--- src/rtl/mc_control_fsm_pkg.sv ---
// Encodings shared by the multi-cycle MIPS control FSM and its helpers.
package mc_control_fsm_pkg;

   // Instruction opcodes (IR[31:26])
   localparam logic [5:0] OP_RTYPE = 6'b000000;
   localparam logic [5:0] OP_LW    = 6'b100011;
   localparam logic [5:0] OP_SW    = 6'b101011;
   localparam logic [5:0] OP_BEQ   = 6'b000100;
   localparam logic [5:0] OP_J     = 6'b000010;
   localparam logic [5:0] OP_ADDI  = 6'b001000;

   // ALUOp
   localparam logic [1:0] ALUOP_ADD   = 2'b00;
   localparam logic [1:0] ALUOP_SUB   = 2'b01;
   localparam logic [1:0] ALUOP_FUNCT = 2'b10;

   // ALUSrcB
   localparam logic [1:0] SRCB_REGB    = 2'b00;
   localparam logic [1:0] SRCB_FOUR    = 2'b01;
   localparam logic [1:0] SRCB_IMM     = 2'b10;
   localparam logic [1:0] SRCB_IMM_SH2 = 2'b11;

   // PCSource
   localparam logic [1:0] PCSRC_ALU    = 2'b00;
   localparam logic [1:0] PCSRC_ALUOUT = 2'b01;
   localparam logic [1:0] PCSRC_JUMP   = 2'b10;

   typedef enum logic [3:0] {
      S_FETCH    = 4'd0,
      S_DECODE   = 4'd1,
      S_MEM_ADDR = 4'd2,
      S_MEM_RD   = 4'd3,
      S_MEM_WB   = 4'd4,
      S_MEM_WR   = 4'd5,
      S_EXEC     = 4'd6,
      S_R_WB     = 4'd7,
      S_ADDI_WB  = 4'd8,
      S_BRANCH   = 4'd9,
      S_JUMP     = 4'd10,
      S_HALT     = 4'd11
   } state_e;

   // Moore control word. 'fetch' marks FETCH so IRWrite/PCWrite can be
   // qualified by the live MemReady.
   typedef struct packed {
      logic       mem_req;
      logic       mem_read;
      logic       mem_write;
      logic       iord;
      logic       fetch;
      logic       pc_write;
      logic       pc_write_cond;
      logic [1:0] pc_source;
      logic [1:0] alu_op;
      logic       alu_src_a;
      logic [1:0] alu_src_b;
      logic       reg_write;
      logic       reg_dst;
      logic       mem_to_reg;
   } ctrl_t;

   function automatic ctrl_t ctrl_of(state_e s);
      ctrl_t c;
      c = '0;
      case (s)
         S_FETCH: begin
            c.mem_req   = 1'b1;
            c.mem_read  = 1'b1;
            c.fetch     = 1'b1;
            c.alu_src_b = SRCB_FOUR;
            c.alu_op    = ALUOP_ADD;
            c.pc_source = PCSRC_ALU;
         end
         S_DECODE:   c.alu_src_b = SRCB_IMM_SH2;
         S_MEM_ADDR: begin
            c.alu_src_a = 1'b1;
            c.alu_src_b = SRCB_IMM;
         end
         S_MEM_RD: begin
            c.mem_req  = 1'b1;
            c.mem_read = 1'b1;
            c.iord     = 1'b1;
         end
         S_MEM_WB: begin
            c.reg_write  = 1'b1;
            c.mem_to_reg = 1'b1;
         end
         S_MEM_WR: begin
            c.mem_req   = 1'b1;
            c.mem_write = 1'b1;
            c.iord      = 1'b1;
         end
         S_EXEC: begin
            c.alu_src_a = 1'b1;
            c.alu_src_b = SRCB_REGB;
            c.alu_op    = ALUOP_FUNCT;
         end
         S_R_WB: begin
            c.reg_write = 1'b1;
            c.reg_dst   = 1'b1;
         end
         S_ADDI_WB:  c.reg_write = 1'b1;
         S_BRANCH: begin
            c.alu_src_a     = 1'b1;
            c.alu_src_b     = SRCB_REGB;
            c.alu_op        = ALUOP_SUB;
            c.pc_write_cond = 1'b1;
            c.pc_source     = PCSRC_ALUOUT;
         end
         S_JUMP: begin
            c.pc_write  = 1'b1;
            c.pc_source = PCSRC_JUMP;
         end
         default: ;
      endcase
      return c;
   endfunction

endpackage

--- src/rtl/mc_control_fsm_perf_counters.sv ---
// Cycle and retired-instruction counters; both wrap and freeze while halted.
module mc_control_fsm_perf_counters
#(
   parameter int unsigned CNT_W = 32
) (
   input  logic             Clock_i,
   input  logic             Reset_n_i,
   input  logic             run_i,
   input  logic             retire_i,
   output logic [CNT_W-1:0] CycleCount_o,
   output logic [CNT_W-1:0] InstrCount_o
);

   logic [CNT_W-1:0] cycle_q, cycle_d;
   logic [CNT_W-1:0] instr_q, instr_d;

   // Next counts: advance only while the FSM is running.
   always_comb begin
      cycle_d = cycle_q;
      instr_d = instr_q;
      if (run_i) begin
         cycle_d = cycle_q + CNT_W'(1);
         if (retire_i) instr_d = instr_q + CNT_W'(1);
      end
   end

   // Counter registers.
   always_ff @(posedge Clock_i or negedge Reset_n_i) begin
      if (!Reset_n_i) begin
         cycle_q <= '0;
         instr_q <= '0;
      end else begin
         cycle_q <= cycle_d;
         instr_q <= instr_d;
      end
   end

   assign CycleCount_o = cycle_q;
   assign InstrCount_o = instr_q;

endmodule

--- src/rtl/mc_control_fsm.sv ---
// Multi-cycle MIPS control FSM: sequences one instruction over 3-5 states,
// handshakes the unified memory port with a bounded wait, counts cycles/retires.
module mc_control_fsm
   import mc_control_fsm_pkg::*;
#(
   parameter int unsigned OPCODE_W    = 6,
   parameter int unsigned CNT_W       = 32,
   parameter int unsigned MEM_TIMEOUT = 16,
   parameter bit          HAS_ADDI    = 1'b1
) (
   input  logic                Clock_i,
   input  logic                Reset_n_i,
   input  logic [OPCODE_W-1:0] Opcode_i,
   input  logic                Zero_i,
   input  logic                MemReady_i,
   output logic                MemReq_o,
   output logic                MemRead_o,
   output logic                MemWrite_o,
   output logic                IorD_o,
   output logic                IRWrite_o,
   output logic                PCWrite_o,
   output logic                PCWriteCond_o,
   output logic [1:0]          PCSource_o,
   output logic [1:0]          ALUOp_o,
   output logic                ALUSrcA_o,
   output logic [1:0]          ALUSrcB_o,
   output logic                RegWrite_o,
   output logic                RegDst_o,
   output logic                MemToReg_o,
   output logic                Illegal_o,
   output logic                BusError_o,
   output logic [CNT_W-1:0]    CycleCount_o,
   output logic [CNT_W-1:0]    InstrCount_o
);

   localparam int unsigned WAIT_W = $clog2(MEM_TIMEOUT + 1);

   state_e            state_q, state_d;
   ctrl_t             ctrl_q, ctrl_live;
   logic [WAIT_W-1:0] wait_q, wait_d;
   logic              illegal_q, buserr_q;
   logic              mem_state, timeout, retire, illegal_set;
   logic              op_rt, op_lw, op_sw, op_beq, op_j, op_addi;

   // Zero is consumed by the datapath together with PCWriteCond.
   logic unused_zero;
   assign unused_zero = Zero_i;

   assign op_rt   = (Opcode_i == OPCODE_W'(OP_RTYPE));
   assign op_lw   = (Opcode_i == OPCODE_W'(OP_LW));
   assign op_sw   = (Opcode_i == OPCODE_W'(OP_SW));
   assign op_beq  = (Opcode_i == OPCODE_W'(OP_BEQ));
   assign op_j    = (Opcode_i == OPCODE_W'(OP_J));
   assign op_addi = HAS_ADDI && (Opcode_i == OPCODE_W'(OP_ADDI));

   // MemReady on the last allowed cycle still completes, so timeout needs !MemReady.
   assign mem_state = state_q inside {S_FETCH, S_MEM_RD, S_MEM_WR};
   assign timeout   = mem_state && !MemReady_i && (wait_q == WAIT_W'(MEM_TIMEOUT - 1));

   // Next-state, retire and illegal-opcode decode.
   always_comb begin
      state_d     = state_q;
      retire      = 1'b0;
      illegal_set = 1'b0;
      case (state_q)
         S_FETCH:  if (MemReady_i) state_d = S_DECODE;
         S_DECODE: begin
            if (op_rt)                           state_d = S_EXEC;
            else if (op_lw || op_sw || op_addi)  state_d = S_MEM_ADDR;
            else if (op_beq)                     state_d = S_BRANCH;
            else if (op_j)                       state_d = S_JUMP;
            else begin
               illegal_set = 1'b1;
               state_d     = S_FETCH;
            end
         end
         S_MEM_ADDR: begin
            if (op_lw)        state_d = S_MEM_RD;
            else if (op_sw)   state_d = S_MEM_WR;
            else if (op_addi) state_d = S_ADDI_WB;
            else              state_d = S_FETCH;
         end
         S_MEM_RD: if (MemReady_i) state_d = S_MEM_WB;
         S_MEM_WR: begin
            if (MemReady_i) begin
               state_d = S_FETCH;
               retire  = 1'b1;
            end
         end
         S_EXEC: state_d = S_R_WB;
         S_MEM_WB, S_R_WB, S_ADDI_WB, S_BRANCH, S_JUMP: begin
            state_d = S_FETCH;
            retire  = 1'b1;
         end
         S_HALT:  state_d = S_HALT;
         default: state_d = S_FETCH;
      endcase
      if (timeout) state_d = S_HALT;
   end

   // Wait counter restarts on every state change, counts not-ready cycles otherwise.
   always_comb begin
      wait_d = wait_q;
      if (state_d != state_q)            wait_d = '0;
      else if (mem_state && !MemReady_i) wait_d = wait_q + WAIT_W'(1);
   end

   // FSM state, registered Moore outputs and sticky error flags.
   always_ff @(posedge Clock_i or negedge Reset_n_i) begin
      if (!Reset_n_i) begin
         state_q   <= S_FETCH;
         ctrl_q    <= ctrl_of(S_FETCH);
         wait_q    <= '0;
         illegal_q <= 1'b0;
         buserr_q  <= 1'b0;
      end else begin
         state_q <= state_d;
         ctrl_q  <= ctrl_of(state_d);
         wait_q  <= wait_d;
         if (illegal_set) illegal_q <= 1'b1;
         if (timeout)     buserr_q  <= 1'b1;
      end
   end

   // ctrl_q holds the FETCH word through reset so FETCH drives on release;
   // gating with Reset_n keeps every strobe low while reset is asserted.
   assign ctrl_live = Reset_n_i ? ctrl_q : '0;

   assign MemReq_o      = ctrl_live.mem_req;
   assign MemRead_o     = ctrl_live.mem_read;
   assign MemWrite_o    = ctrl_live.mem_write;
   assign IorD_o        = ctrl_live.iord;
   assign IRWrite_o     = ctrl_live.fetch & MemReady_i;
   assign PCWrite_o     = ctrl_live.pc_write | (ctrl_live.fetch & MemReady_i);
   assign PCWriteCond_o = ctrl_live.pc_write_cond;
   assign PCSource_o    = ctrl_live.pc_source;
   assign ALUOp_o       = ctrl_live.alu_op;
   assign ALUSrcA_o     = ctrl_live.alu_src_a;
   assign ALUSrcB_o     = ctrl_live.alu_src_b;
   assign RegWrite_o    = ctrl_live.reg_write;
   assign RegDst_o      = ctrl_live.reg_dst;
   assign MemToReg_o    = ctrl_live.mem_to_reg;
   assign Illegal_o     = illegal_q;
   assign BusError_o    = buserr_q;

   mc_control_fsm_perf_counters #(.CNT_W(CNT_W)) u_perf (
      .Clock_i      (Clock_i),
      .Reset_n_i    (Reset_n_i),
      .run_i        (state_q != S_HALT),
      .retire_i     (retire),
      .CycleCount_o (CycleCount_o),
      .InstrCount_o (InstrCount_o)
   );

endmodule

--- config.mk ---
export PLATFORM = sky130hd
export DESIGN_NAME = mc_control_fsm
export DESIGN_NICKNAME = d
export VERILOG_FILES = /design/src/rtl/mc_control_fsm_pkg.sv /design/src/rtl/mc_control_fsm_perf_counters.sv /design/src/rtl/mc_control_fsm.sv
export SDC_FILE = /design/constraint.sdc
export NUM_CORES = 1
export LEC_CHECK = 0
export ABC_AREA = 1
export CORE_ASPECT_RATIO = 1.75
export CORE_UTILIZATION = 65
export CTS_BUF_LIST = sky130_fd_sc_hd__clkbuf_4
export DETAILED_ROUTE_END_ITERATION = 10
export DONT_BUFFER_PORTS = 1
export GPL_ROUTABILITY_DRIVEN = 0
export PLACE_DENSITY = 0.83
export SYNTH_ARGS = -nofsm -noshare
export SYNTH_HDL_FRONTEND = slang
export SYNTH_HIERARCHICAL = 1
export SYNTH_SLANG_ARGS = --single-unit
--- constraint.sdc ---
create_clock -name Clock_i -period 2.81 [get_ports Clock_i]
set_input_delay 0.281 -clock Clock_i [delete_from_list [all_inputs] [get_ports Clock_i]]
set_output_delay 0.281 -clock Clock_i [all_outputs]
set_load 0.005 [all_outputs]
==> impl_metrics.yaml <==
run_status:
  status: "completed"
yosys:
  yosys-top-cells-count: "183 x nand2_1, 86 x inv_1, 85 x dfrtp_1"
  synth_top_cell_area_share: 0.413
  ys_seq_area_frac: 0.433
  synth_fp_nets: 664
  yosysWarnings: 6
  synth.area.top_cells: "dfrtp_1 41%, nand2_1 13%, inv_1 6.3%, nor2_1 5.5%, nand3_1 4.4%"
  ys_ff_latch: 89
  avgSynthCellArea_um2: 7.92
  synth_ff_type: "dfrtp_1"
  yosysTopAreaCell: "dfrtp_1"
  netlist_area_um2: 5150
  synth_cell_types: 33
  syn-instance-count: 650
  synth_edf_count: 0
  synthMostInstantiatedCell: "nand2_1"
  async_flop_share: 1.00
floorplanning:
  ios: 93
  coreArea_um2: 7620
  fp-row-count: 42
  die-area_um2: 8300
  die_width_um: 69.3
  die_y_um: 120
  start_util: 0.676
global_routing:
  antenna_found_initial: 0
  grt_pass1_wl_um: 19200
  grt_max_degree: 90
  globalRouteOverflowTotal: 0
  grt_usage: 0.292
  grt_pass1_vias: 4378
min_path:
  whs_endpoint: "ctrl_q[3]"
  whs_path_depth: 2
  holdCritStartpoint: "MemReady_i"
  hp-class: "in -> reg"
clocking:
  htree_num_levels: 3
  cts.clk_slew.worst_paths_ns: 0.13
  cts.path.max_buffers: 2
  cts_tree: "done"
  numCtsBuffers: 9
  insertion_delay_ns: 0.45
  cts_root_buf: "clkbuf_4"
  cts_sinks: 89
  post_cts_buffers: 0
timing:
  relSlewSlack: 0.585
  grt_setup_unrepaired: "no"
  tns_ns: 0
  finalMaxSlewViolations: 0
  finClkSkew_ns: 0.0126
  fin_crit_sh: 0.783
  setup_viol: 0
  fin_crit_ns: 2.20
  timing_hold_violations_final: 0
  fmaxAchievable_mhz: 454
  worst_pin_slew_ns: 0.618
placed_design:
  numPortBuffers: 0
  hpwl_um: 8750
setup_path:
  crit_arrival_ns: 2.55
  rr_startpoint: "state_q[0]"
  crit_fanout: 8
  cp-start-kind: "register"
  crit_required_ns: 3.16
  reg2reg_slack_ns: 0.61
  cp-end-kind: "register"
  worstSetupPathType: "reg -> reg"
  reg2regPathDepth: 10
  r2r-end: "u_perf/InstrCount_o[25]"
cells_and_area:
  drive_gt1_frac: 0.135
  final_nets: 674
  diodes: 0
  syn2layout_area_growth_pct: 5.52
power_and_ir_drop:
  leakage_nw: 2.75
  ir_drop_v: 0.000299
  p_per_area_nw_per_um2: 481
  total_power_mw: 2.61
routing:
  dr_total_vias: 4245
  drcViolationCount: 0
  avgRoutedWirePerCell_um: 15.5
  routed-wl-met2_um: 6410
  wirelength_met1_um: 4200
  ant_nets: 0
  via_per_inst: 5.64
  dr.first_iter.drc_count: 274
  wl_um: 11600
  top_layer: "met4"
  dr.pass1.iters: 7
  wl_met3_um: 545
flow_run:
  maxCapViolations: 0
through the flow:
step | instances | hold WS, ns | utilization | worst slack (ns) | cell area [µm²]
3_3_place_gp | 735 | -0.0128 | 0.687 | 0.659 | 5240
3_5_place_dp | 735 | -0.0129 | 0.687 | 0.638 | 5240
4_1_cts | 753 | 0.00848 | 0.713 | 0.612 | 5430
2_1_floorplan | 650 | -0.0146 | - | 0.881 | 5150
6_report | 753 | 0.0383 | 0.713 | 0.609 | 5430
5_1_grt | 753 | 0.0186 | 0.713 | 0.460 | 5430
flip-flops by register name (all words and copies together), names as in the netlist:
| signal | flops |
|---|---|
| BusError_o | 1 |
| Illegal_o | 1 |
| ctrl_q | 14 |
| state_q | 4 |
| u_perf/CycleCount_o | 32 |
| u_perf/InstrCount_o | 32 |
| wait_q | 5 |
critical path: stages (launching register included):
cell,delay [ns]
dfrtp_1,0.47
nand2_1,0.09
clkinv_1,0.12
o31ai_1,0.54
nand2_8,0.16
inv_4,0.15
nand3_2,0.14
nor2_1,0.23
nand2_1,0.09
nand2_1,0.07
nand2_1,0.05
layout make-up:
cell class | instances | area, µm²
multi-input combinational | 461 | 2520
sequential | 89 | 2230
fill | 591 | 2190
inverter | 96 | 363
tap | 88 | 110
clock buffer | 12 | 90.1
clock inverter | 4 | 68.8
timing repair buffer | 3 | 45.0
where the power goes:
| part | switching [mW] | internal [mW] |
|---|---|---|
| sequential | 0.124 | 1.37 |
| combinational | 0.208 | 0.111 |
| clock | 0.413 | 0.388 |
logic make-up (layout without fill, tap and decap cells):
family          count (synthesis)  in the layout  share of synthesized area
xor+xnor                       45             45                     0.0765
fa+ha+maj                       4              4                    0.00972
compound gates                  9              9                     0.0126
buf+inv                       100            115                     0.0763
simple gates                  403            403                      0.391
flops                          89             89                      0.433
per-layer routing:
| metal | GRT usage | up-vias |
|---|---|---|
| met5 | 0 | - |
| met1 | 0.293 | 2030 |
| met3 | 0.0722 | 41 |
| met2 | 0.523 | 135 |
| li1 | - | 2039 |
| met4 | 0.196 | 0 |
placed cells by master (no fill, tap or decap):
master           n
nand2_8          1
clkinv_1         2
nand2_4          2
nand3_2         10
bufinv_16        2
nand3b_1         8
o21ai_0          2
nor2_2           9
o31ai_1          1
ha_1             4
xor2_1          22
o311ai_0         1
inv_4            1
nand2_1        183
nand4_1         15
dfrtp_1         85
buf_4            1
nor2_4          16
inv_1           86
nand3_1         45
nor3_2           5
dlygate4sd3_1    1
nand3_4          4
clkbuf_4        12
nand3b_2         1
xnor2_1         23
o211ai_1         1
nor2_1          76
o21ai_2          1
o21bai_1         3
clkinv_2         1
inv_2            8
nand2_2         11
buf_16           1
dfstp_2          4
nor3_1          17
worst max-delay path by stage:
stage | start | to
after CTS | state_q[0] | u_perf/InstrCount_o[25]
final | state_q[0] | u_perf/InstrCount_o[25]
after floorplan | state_q[0] | u_perf/InstrCount_o[25]
after global routing | state_q[0] | u_perf/InstrCount_o[25]
after global placement | state_q[0] | u_perf/InstrCount_o[25]
after detailed placement | state_q[0] | u_perf/InstrCount_o[25]
repair_timing:
item,in CTS,in global routing
endpoints found under the hold margin,89,0
resized for setup,0,0
hold buffers,2,0
Power figures use the tool's default switching activity.
